===== config.mk =====
export PLATFORM = sky130hd
export DESIGN_NAME = motor_cmd_scheduler
export DESIGN_NICKNAME = d
export VERILOG_FILES = /design/src/rtl/motor_cmd_scheduler.sv
export SDC_FILE = /design/constraint.sdc
export NUM_CORES = 1
export LEC_CHECK = 0
export BUFFER_PORTS_ARGS = -buffer_cell sky130_fd_sc_hd__buf_4
export CAP_MARGIN = 40
export CORE_MARGIN = 1.5
export CORE_UTILIZATION = 45
export DETAILED_ROUTE_END_ITERATION = 12
export GPL_TIMING_DRIVEN = 1
export PLACE_DENSITY_LB_ADDON = 0.08
export RECOVER_POWER = 50
export SLEW_MARGIN = 20
export SYNTH_ARGS = -nofsm -noshare
export SYNTH_HDL_FRONTEND = slang
export SYNTH_SLANG_ARGS = --single-unit

===== constraint.sdc =====
create_clock -name clk -period 3 [get_ports clk]
set_input_delay 0.15 -clock clk [delete_from_list [all_inputs] [get_ports clk]]
set_output_delay 0.15 -clock clk [all_outputs]
set_load 0.005 [all_outputs]

===== src/rtl/motor_cmd_scheduler.sv =====
// Motor command scheduler: arbitrates line-follow and obstacle-avoid commands,
// forces a brake on the red marker, inserts coast dead-time on reversals and PWM-gates the enables.
module motor_cmd_scheduler #(
    parameter int DEAD_CYCLES = 16,
    parameter int STOP_HOLD   = 64,
    parameter int PWM_BITS    = 8
) (
    input  logic                clk,
    input  logic                reset,
    input  logic                red,
    input  logic                line_req,
    input  logic [3:0]          line_cmd,
    input  logic                avoid_req,
    input  logic [3:0]          avoid_cmd,
    input  logic [PWM_BITS-1:0] duty,
    output logic                line_gnt,
    output logic                avoid_gnt,
    output logic [3:0]          motorIn,
    output logic [1:0]          motorEn,
    output logic                busy,
    output logic [1:0]          state_o
);

    typedef enum logic [1:0] {
        IDLE = 2'b00,
        RUN  = 2'b01,
        DEAD = 2'b10,
        STOP = 2'b11
    } state_t;

    localparam logic [7:0]          DEAD_LAST = 8'(DEAD_CYCLES - 1);
    localparam logic [15:0]         STOP_LAST = 16'(STOP_HOLD - 1);
    localparam logic [PWM_BITS-1:0] PWM_TOP   = '1;
    localparam logic [PWM_BITS-1:0] PWM_ONE   = PWM_BITS'(1);

    state_t              state_reg, state_next;
    logic [3:0]          cur_cmd_reg, cur_cmd_next;
    logic [3:0]          pending_reg, pending_next;
    logic [7:0]          dead_cnt_reg, dead_cnt_next;
    logic [15:0]         hold_cnt_reg, hold_cnt_next;
    logic [PWM_BITS-1:0] pwm_cnt_reg;
    logic [PWM_BITS-1:0] duty_q_reg;
    logic                line_gnt_next, avoid_gnt_next;
    logic                pwm_on;
    logic                win_req;
    logic [3:0]          win_cmd;
    logic [1:0]          pair_rev;
    logic                win_rev;

    assign win_req = avoid_req | line_req;
    assign win_cmd = avoid_req ? avoid_cmd : line_cmd;

    // Only a forward<->reverse swap on a pair needs dead-time; coast/brake never do.
    genvar gi;
    generate
        for (gi = 0; gi < 2; gi++) begin : g_pair
            assign pair_rev[gi] =
                ((cur_cmd_reg[2*gi +: 2] == 2'b10) && (win_cmd[2*gi +: 2] == 2'b01)) ||
                ((cur_cmd_reg[2*gi +: 2] == 2'b01) && (win_cmd[2*gi +: 2] == 2'b10));
        end
    endgenerate

    assign win_rev = |pair_rev;
    assign pwm_on  = (pwm_cnt_reg < duty_q_reg);
    assign state_o = state_reg;

    always_comb begin
        state_next     = state_reg;
        cur_cmd_next   = cur_cmd_reg;
        pending_next   = pending_reg;
        dead_cnt_next  = dead_cnt_reg;
        hold_cnt_next  = hold_cnt_reg;
        line_gnt_next  = 1'b0;
        avoid_gnt_next = 1'b0;
        if (red) begin
            // Red overrides everything, including a dead-time completing this cycle.
            state_next    = STOP;
            pending_next  = 4'b0000;
            dead_cnt_next = 8'd0;
            hold_cnt_next = 16'd0;
        end else begin
            case (state_reg)
                IDLE, RUN: begin
                    if (win_req) begin
                        avoid_gnt_next = avoid_req;
                        line_gnt_next  = ~avoid_req;
                        if (win_rev) begin
                            pending_next  = win_cmd;
                            dead_cnt_next = 8'd0;
                            state_next    = DEAD;
                        end else begin
                            cur_cmd_next = win_cmd;
                            state_next   = RUN;
                        end
                    end
                end
                DEAD: begin
                    if (dead_cnt_reg == DEAD_LAST) begin
                        cur_cmd_next  = pending_reg;
                        pending_next  = 4'b0000;
                        dead_cnt_next = 8'd0;
                        state_next    = RUN;
                    end else begin
                        dead_cnt_next = dead_cnt_reg + 8'd1;
                    end
                end
                STOP: begin
                    if (hold_cnt_reg == STOP_LAST) begin
                        cur_cmd_next  = 4'b0000;
                        hold_cnt_next = 16'd0;
                        state_next    = IDLE;
                    end else begin
                        hold_cnt_next = hold_cnt_reg + 16'd1;
                    end
                end
                default: state_next = IDLE;
            endcase
        end
    end

    always_ff @(posedge clk) begin
        if (reset) begin
            state_reg    <= IDLE;
            cur_cmd_reg  <= 4'b0000;
            pending_reg  <= 4'b0000;
            dead_cnt_reg <= 8'd0;
            hold_cnt_reg <= 16'd0;
            pwm_cnt_reg  <= '0;
            duty_q_reg   <= '0;
            line_gnt     <= 1'b0;
            avoid_gnt    <= 1'b0;
            busy         <= 1'b0;
            motorIn      <= 4'b0000;
            motorEn      <= 2'b00;
        end else begin
            state_reg    <= state_next;
            cur_cmd_reg  <= cur_cmd_next;
            pending_reg  <= pending_next;
            dead_cnt_reg <= dead_cnt_next;
            hold_cnt_reg <= hold_cnt_next;
            pwm_cnt_reg  <= pwm_cnt_reg + PWM_ONE;
            // Duty is only picked up at the period boundary so a period is never torn.
            if (pwm_cnt_reg == PWM_TOP) begin
                duty_q_reg <= duty;
            end
            line_gnt  <= line_gnt_next;
            avoid_gnt <= avoid_gnt_next;
            busy      <= (state_next == DEAD) || (state_next == STOP);
            case (state_next)
                RUN: begin
                    motorIn <= cur_cmd_next;
                    motorEn <= {2{pwm_on}};
                end
                STOP: begin
                    motorIn <= 4'b1111;
                    motorEn <= 2'b11;
                end
                default: begin
                    motorIn <= 4'b0000;
                    motorEn <= 2'b00;
                end
            endcase
        end
    end

endmodule


# [After elaboration in Yosys (flattened, before gate mapping)]
# Index checks and enable logic that the tools add are counted.
[word_totals] ff_bits=59 latch_bits=0 mem_bits_rw=0 romBits=0 in_bits=21 wordCells=79 mem_count=0
[op_classes] add_sub_neg=3 n_mul=0 div_mod_pow=0 order_cmp=1 eq_ne=20 shift=0 muxes=24 bitwise_logic=4 n_reduce_logical=15
[op_table] operator="4-bit 2-to-1 mux" count=9
[op_table] operator="8-bit 2-to-1 mux" count=3
[op_table] operator="16-bit by 1-bit adder with 16-bit output (second input constant)" count=1
[op_table] operator="8-bit by 1-bit adder with 8-bit output (second input constant)" count=2
[op_table] operator="16-bit by 6-bit == test with 1-bit output (second input constant)" count=1
[op_table] operator="2-bit == test (second input constant)" count=8
[op_table] operator="16-bit 2-to-1 mux" count=1
[op_table] operator="4-bit one-hot mux with 2 select lines" count=2
[op_table] operator="8-bit one-hot mux with 2 select lines" count=1
[op_table] operator="2-bit by 1-bit == test with 1-bit output (second input constant)" count=6
[op_table] operator="4-bit one-hot mux with 3 select lines" count=1
[op_table] operator="2-bit 2-to-1 mux" count=5
[op_table] operator="8-bit by 4-bit == test with 1-bit output (second input constant)" count=1
[op_table] operator="8-bit == test (second input constant)" count=1
[op_table] operator="8-bit < comparator" count=1
[op_table] operator="2-bit inequality test (second input constant)" count=3
[op_table] operator="2-bit one-hot mux with 3 select lines" count=1
[op_table] operator="2-bit OR reduction" count=3
[op_table] operator="1-bit logical AND" count=4
[op_table] operator="2-bit one-hot mux with 2 select lines" count=1
[op_table] operator="4-bit AND reduction" count=1
[op_table] operator="4-bit OR reduction" count=1
[op_table] operator="1-bit logical OR" count=3
[op_table] operator="1-bit NOT" count=3
[op_table] operator="other kinds (4)" count=4

# [Longest topological paths before layout]
[logic_depth] ltp_word=11 mapped_depth=8

# [Worst setup path before layout]
# Ideal clock, no wire load.
[synth_path] path_kind="input port to flip-flop" start="input port avoid_req" end="register motorEn[0]" arrival_time_ns=1.915 required_time_ns=2.845 path_slack_ns=0.930 path_stages=8 path_cell_list="buf_6 mux2i_1 or4b_1 and4_1 buf_2 mux2_2 a21oi_2 a21oi_1"
[synth_via] elab_chain_cells=11
[synth_lines] element="start, declared" line="13" rtl="input logic avoid_req,"
[synth_lines] element="4-bit 2-to-1 mux" line="51" rtl="assign win_cmd = avoid_req ? avoid_cmd : line_cmd;"
[synth_lines] element="2-bit by 1-bit == test with 1-bit output or 2-bit == test (tied branches)" line="58, 59"
[synth_lines] element="1-bit logical AND, on equally long branches" line="58, 59"
[synth_lines] element="1-bit logical OR" line="58" rtl="((cur_cmd_reg[2*gi +: 2] == 2'b10) && (win_cmd[2*gi +: 2] == 2'b01)) ||"
[synth_lines] element="2-bit OR reduction" line="63" rtl="assign win_rev = |pair_rev;"
[synth_lines] element="2-bit 2-to-1 mux" line="87" rtl="if (win_rev) begin"
[synth_lines] element="2-bit 2-to-1 mux *" line="84" rtl="if (win_req) begin"
[synth_lines] element="2-bit one-hot mux with 3 select lines *" line="82" rtl="case (state_reg)"
[synth_lines] element="2-bit 2-to-1 mux *" line="75" rtl="if (red) begin"
[synth_lines] element="2-bit == test or 2-bit by 1-bit == test with 1-bit output (tied branches)" line="149" rtl="case (state_next)"
[synth_lines] element="2-bit one-hot mux with 2 select lines *" line="149"
[synth_lines] element="end signal, assigned" line="152" rtl="motorEn <= {2{pwm_on}};"
[synth_lines] element="end, declared" line="19" rtl="output logic [1:0] motorEn,"
# Mark *: on every way between the ends. The rest lies on a longest branch, timed or not.
# A chain may end at the register's enable or synchronous reset.

# [Final worst setup path]
[layout_path] start="register hold_cnt_reg[6]" end="register motorEn[0]"
[layout_via] elab_chain_cells=6
[layout_lines] element="start, declared" line="40" rtl="logic [15:0] hold_cnt_reg, hold_cnt_next;"
[layout_lines] element="start signal, assigned" line="140" rtl="hold_cnt_reg <= hold_cnt_next;"
[layout_lines] element="16-bit by 6-bit == test with 1-bit output *" line="108" rtl="if (hold_cnt_reg == STOP_LAST) begin"
[layout_lines] element="2-bit 2-to-1 mux *" line="108"
[layout_lines] element="2-bit one-hot mux with 3 select lines *" line="82"
[layout_lines] element="2-bit 2-to-1 mux *" line="75"
[layout_lines] element="2-bit == test or 2-bit by 1-bit == test with 1-bit output (tied branches)" line="149"
[layout_lines] element="2-bit one-hot mux with 2 select lines *" line="149"
# Marked as above.

==> run summary <==
Net Count, Synth: 368
clock skew: 0.0122 ns
worst hold endpoint: duty_q_reg[7]
placed cell count: 431
Yosys warnings: 0
std cell rows: 29
Yosys cell types: 52
Hold Path Class: primary input to flop
mean area per synthesized cell: 8.64 µm²
CP Launch Point: hold_cnt_reg[6]
Synth area leader: dfxtp_1
final wirelength: 6120 µm
total CTS buffers: 9
most common cell in the synthesized netlist: dfxtp_1
number of synthesized flops with an enable pin: 0
Finished Layout Cells: 447
Synth Flop Type: dfxtp_1
# diodes: 0
Tot GR Track Use: 0.186
Adder-Cell Fraction of Synth Area: 0.0430
gr ovfl total: 0
CP max stage delay: 0.48 ns
logic gate share of total power: 0.123
Reg power frac: 0.433
core footprint: 6310 µm²
Mapped Cells: 337
CTS H-tree lvls: 3
CTS Hold Buffers Added: 0
first-pass GRT wire length: 10,500 µm
VDD IR-drop max: 312 µV
post-synthesis mux area share: 0.0606
# DRC: 0
Rel. slew slack: 0.525
CTS tree: done
clk_lat worst skew: 0.33 ns
fin crit share: 0.776
# IOs: 32
simple-gate area share of the yosys netlist: 0.242
chip height: 83.4 µm
max reg flops: 16
post-CTS setup buffer count: 0
reg2reg start: hold_cnt_reg[6]
outcome: completed
P per Cell Area: 562 nW/µm²
top cells by area, synth: dfxtp_1, nor2_1, xor2_1
initial core utilization: 0.461
# fillers: 603
Die ar.: 6960 µm²
total power: 1.92 mW
starting DRC count in detailed routing: 168
Seq cells post-synth: 58
xor/xnor share of the synthesized area: 0.0572
crit path capture type: flop
Routed Antenna Nets: 0
via density per instance: 5.41
FFs w/ async S/R, synth: 0
FF-to-FF path depth: 7
max-slew violation count: 0
final core utilization: 0.541
Sequential Area: 1160 µm²
vias in the first global route: 2,241
DRT Pass-1 Iters: 4
Syn Std Cell Area: 2910 µm²
min-delay src: duty[7]
CP max stage cell: clkbuf_1
r2r setup slk: 0.67 ns
Critical Path Start Type: flop
CTS-repair resized insts: 0
CTS Root Cell: clkbuf_8
RSZ-0062 raised after global routing: no
Clk pwr share: 0.444
routed len/inst: 13.7 µm
Worst Path Required: 3.17 ns
share of layout cells above drive strength 1: 0.159
Critical Path, Cell by Cell: nor4_1, nand3_1, o21ai_0, clkbuf_1, a31oi_1, a21oi_2, a21oi_1
clock buffer depth: 2
HPWL Detailed: 4370 µm
Sw Share: 0.239
worst slew pin tran: 0.706 ns
pre-CTS WS: 0.653 ns
critical path data arrival time: 2.50 ns
Cell Int Power: 1.46 mW
Final WS setup: 0.672 ns
Post-synth top cells: dfxtp_1, nor2_1, nand2_1
Leak: 1.26 nW
Worst R2R End: motorEn[0]
detailed-route via count: 2,419
final hold violations: 0
CP Max Fanout: 14
TritonCTS Sinks: 58
Reg clk slew, reported paths: 0.07 ns
DIE WIDTH: 83.4 µm
final setup fails: 0
max-cap viol count: 0
Multi-input gate area: 1630 µm²
I/O Buffers: 31
Area Growth Syn to Fin: 17.3%
Max Freq: 429 MHz
worst hold path stage count: 3
antenna violations before repair: 0
final critical-path required period: 2.33 ns
Net Switching: 458 µW
Yosys top cell area share: 0.399
largest net degree at the start of global routing: 27
main combinational cell family by area after synthesis: simple AND/OR/NAND/NOR gates
Critical Setup Path Class: flop to flop
setup TNS: 0 ns
Nets: 396
Compound-Gate Fraction of Synth Area: 0.154
RD Place Congestion: 0.800
register area share after synthesis: 0.399
[metrics by stage]
stage | instance area [µm²] | hold slack [ns]
detailed placement | 3190 | 0.390
global placement | 3190 | 0.383
floorplan | 2910 | 0.297
finish | 3410 | 0.0484
CTS | 3430 | 0.0333
global route | 3410 | 0.0487
[worst max path at each step]
stage / to / slack [ns] / cells after the start
4_1_cts: dead_cnt_reg[3] / 0.82 / 6
3_5_place_dp: motorIn[2] / 0.65 / 7
5_1_grt: motorIn[1] / 0.43 / 7
3_3_place_gp: motorIn[1] / 0.58 / 6
6_report: motorEn[0] / 0.67 / 7
2_1_floorplan: motorEn[0] / 0.93 / 8
[routing by layer]
layer	track usage	routed length (µm)	vias to the layer above
met2	0.276	2650	53
li1	-	-	1254
met4	0.0879	92	0
met3	0.0358	336	8
met5	0	0	-
met1	0.259	3040	1104
[cells by family after synthesis]
kind of cell / Yosys count
multiplexers: 16
AO/OA/AOI/OAI: 66
AND/OR/NAND/NOR: 137
flip-flops: 58
buffers and inverters: 31
XOR/XNOR: 19
adder cells (fa/ha/maj): 10
[critical path: cells and delay by family, from the launching register on]
kind                   cells  cell delay [ns]
buffers and inverters      1             0.48
AND/OR/NAND/NOR            2             0.51
flip-flops                 1             0.34
AO/OA/AOI/OAI              4             0.84
[final cells by class]
type / instances / area share
clock buffer: 11 / 0.0385
sequential: 58 / 0.340
tap: 77 / 0.0282
clock inverter: 5 / 0.0300
multi-input combinational: 248 / 0.476
timing repair buffer: 34 / 0.0715
inverter: 14 / 0.0154
[layout by cell type (no fill, tap or decap), drive strengths merged, types with 3 or more instances in the layout]
cell and instances:
inv 14, mux2i 13, mux2 3, nand2b 4, ha 10, a21oi 19
nor2b 5, and2 4, xnor2 4, and3 5, a31oi 4, xor2 15
nor2 54, clkbuf 24, buf 21, o211ai 6, bufinv 3, nor4 5
and4 4, nand3 7, nand4 8, nor3b 5, o21ai 16, a32oi 4
nor3 7, a21o 3, nand2 20, dfxtp 58
[power groups by stage]
stage / Clock (mW) / Combinational (mW) / Sequential (mW)
finish: 0.851 / 0.236 / 0.831
global route: 0.911 / 0.263 / 0.835
CTS: 0.872 / 0.242 / 0.830
detailed placement: 0 / 0.240 / 0.848
global placement: 0 / 0.238 / 0.847
floorplan: 0 / 0.158 / 0.837
Note: power is estimated with default switching activity, not from simulation.
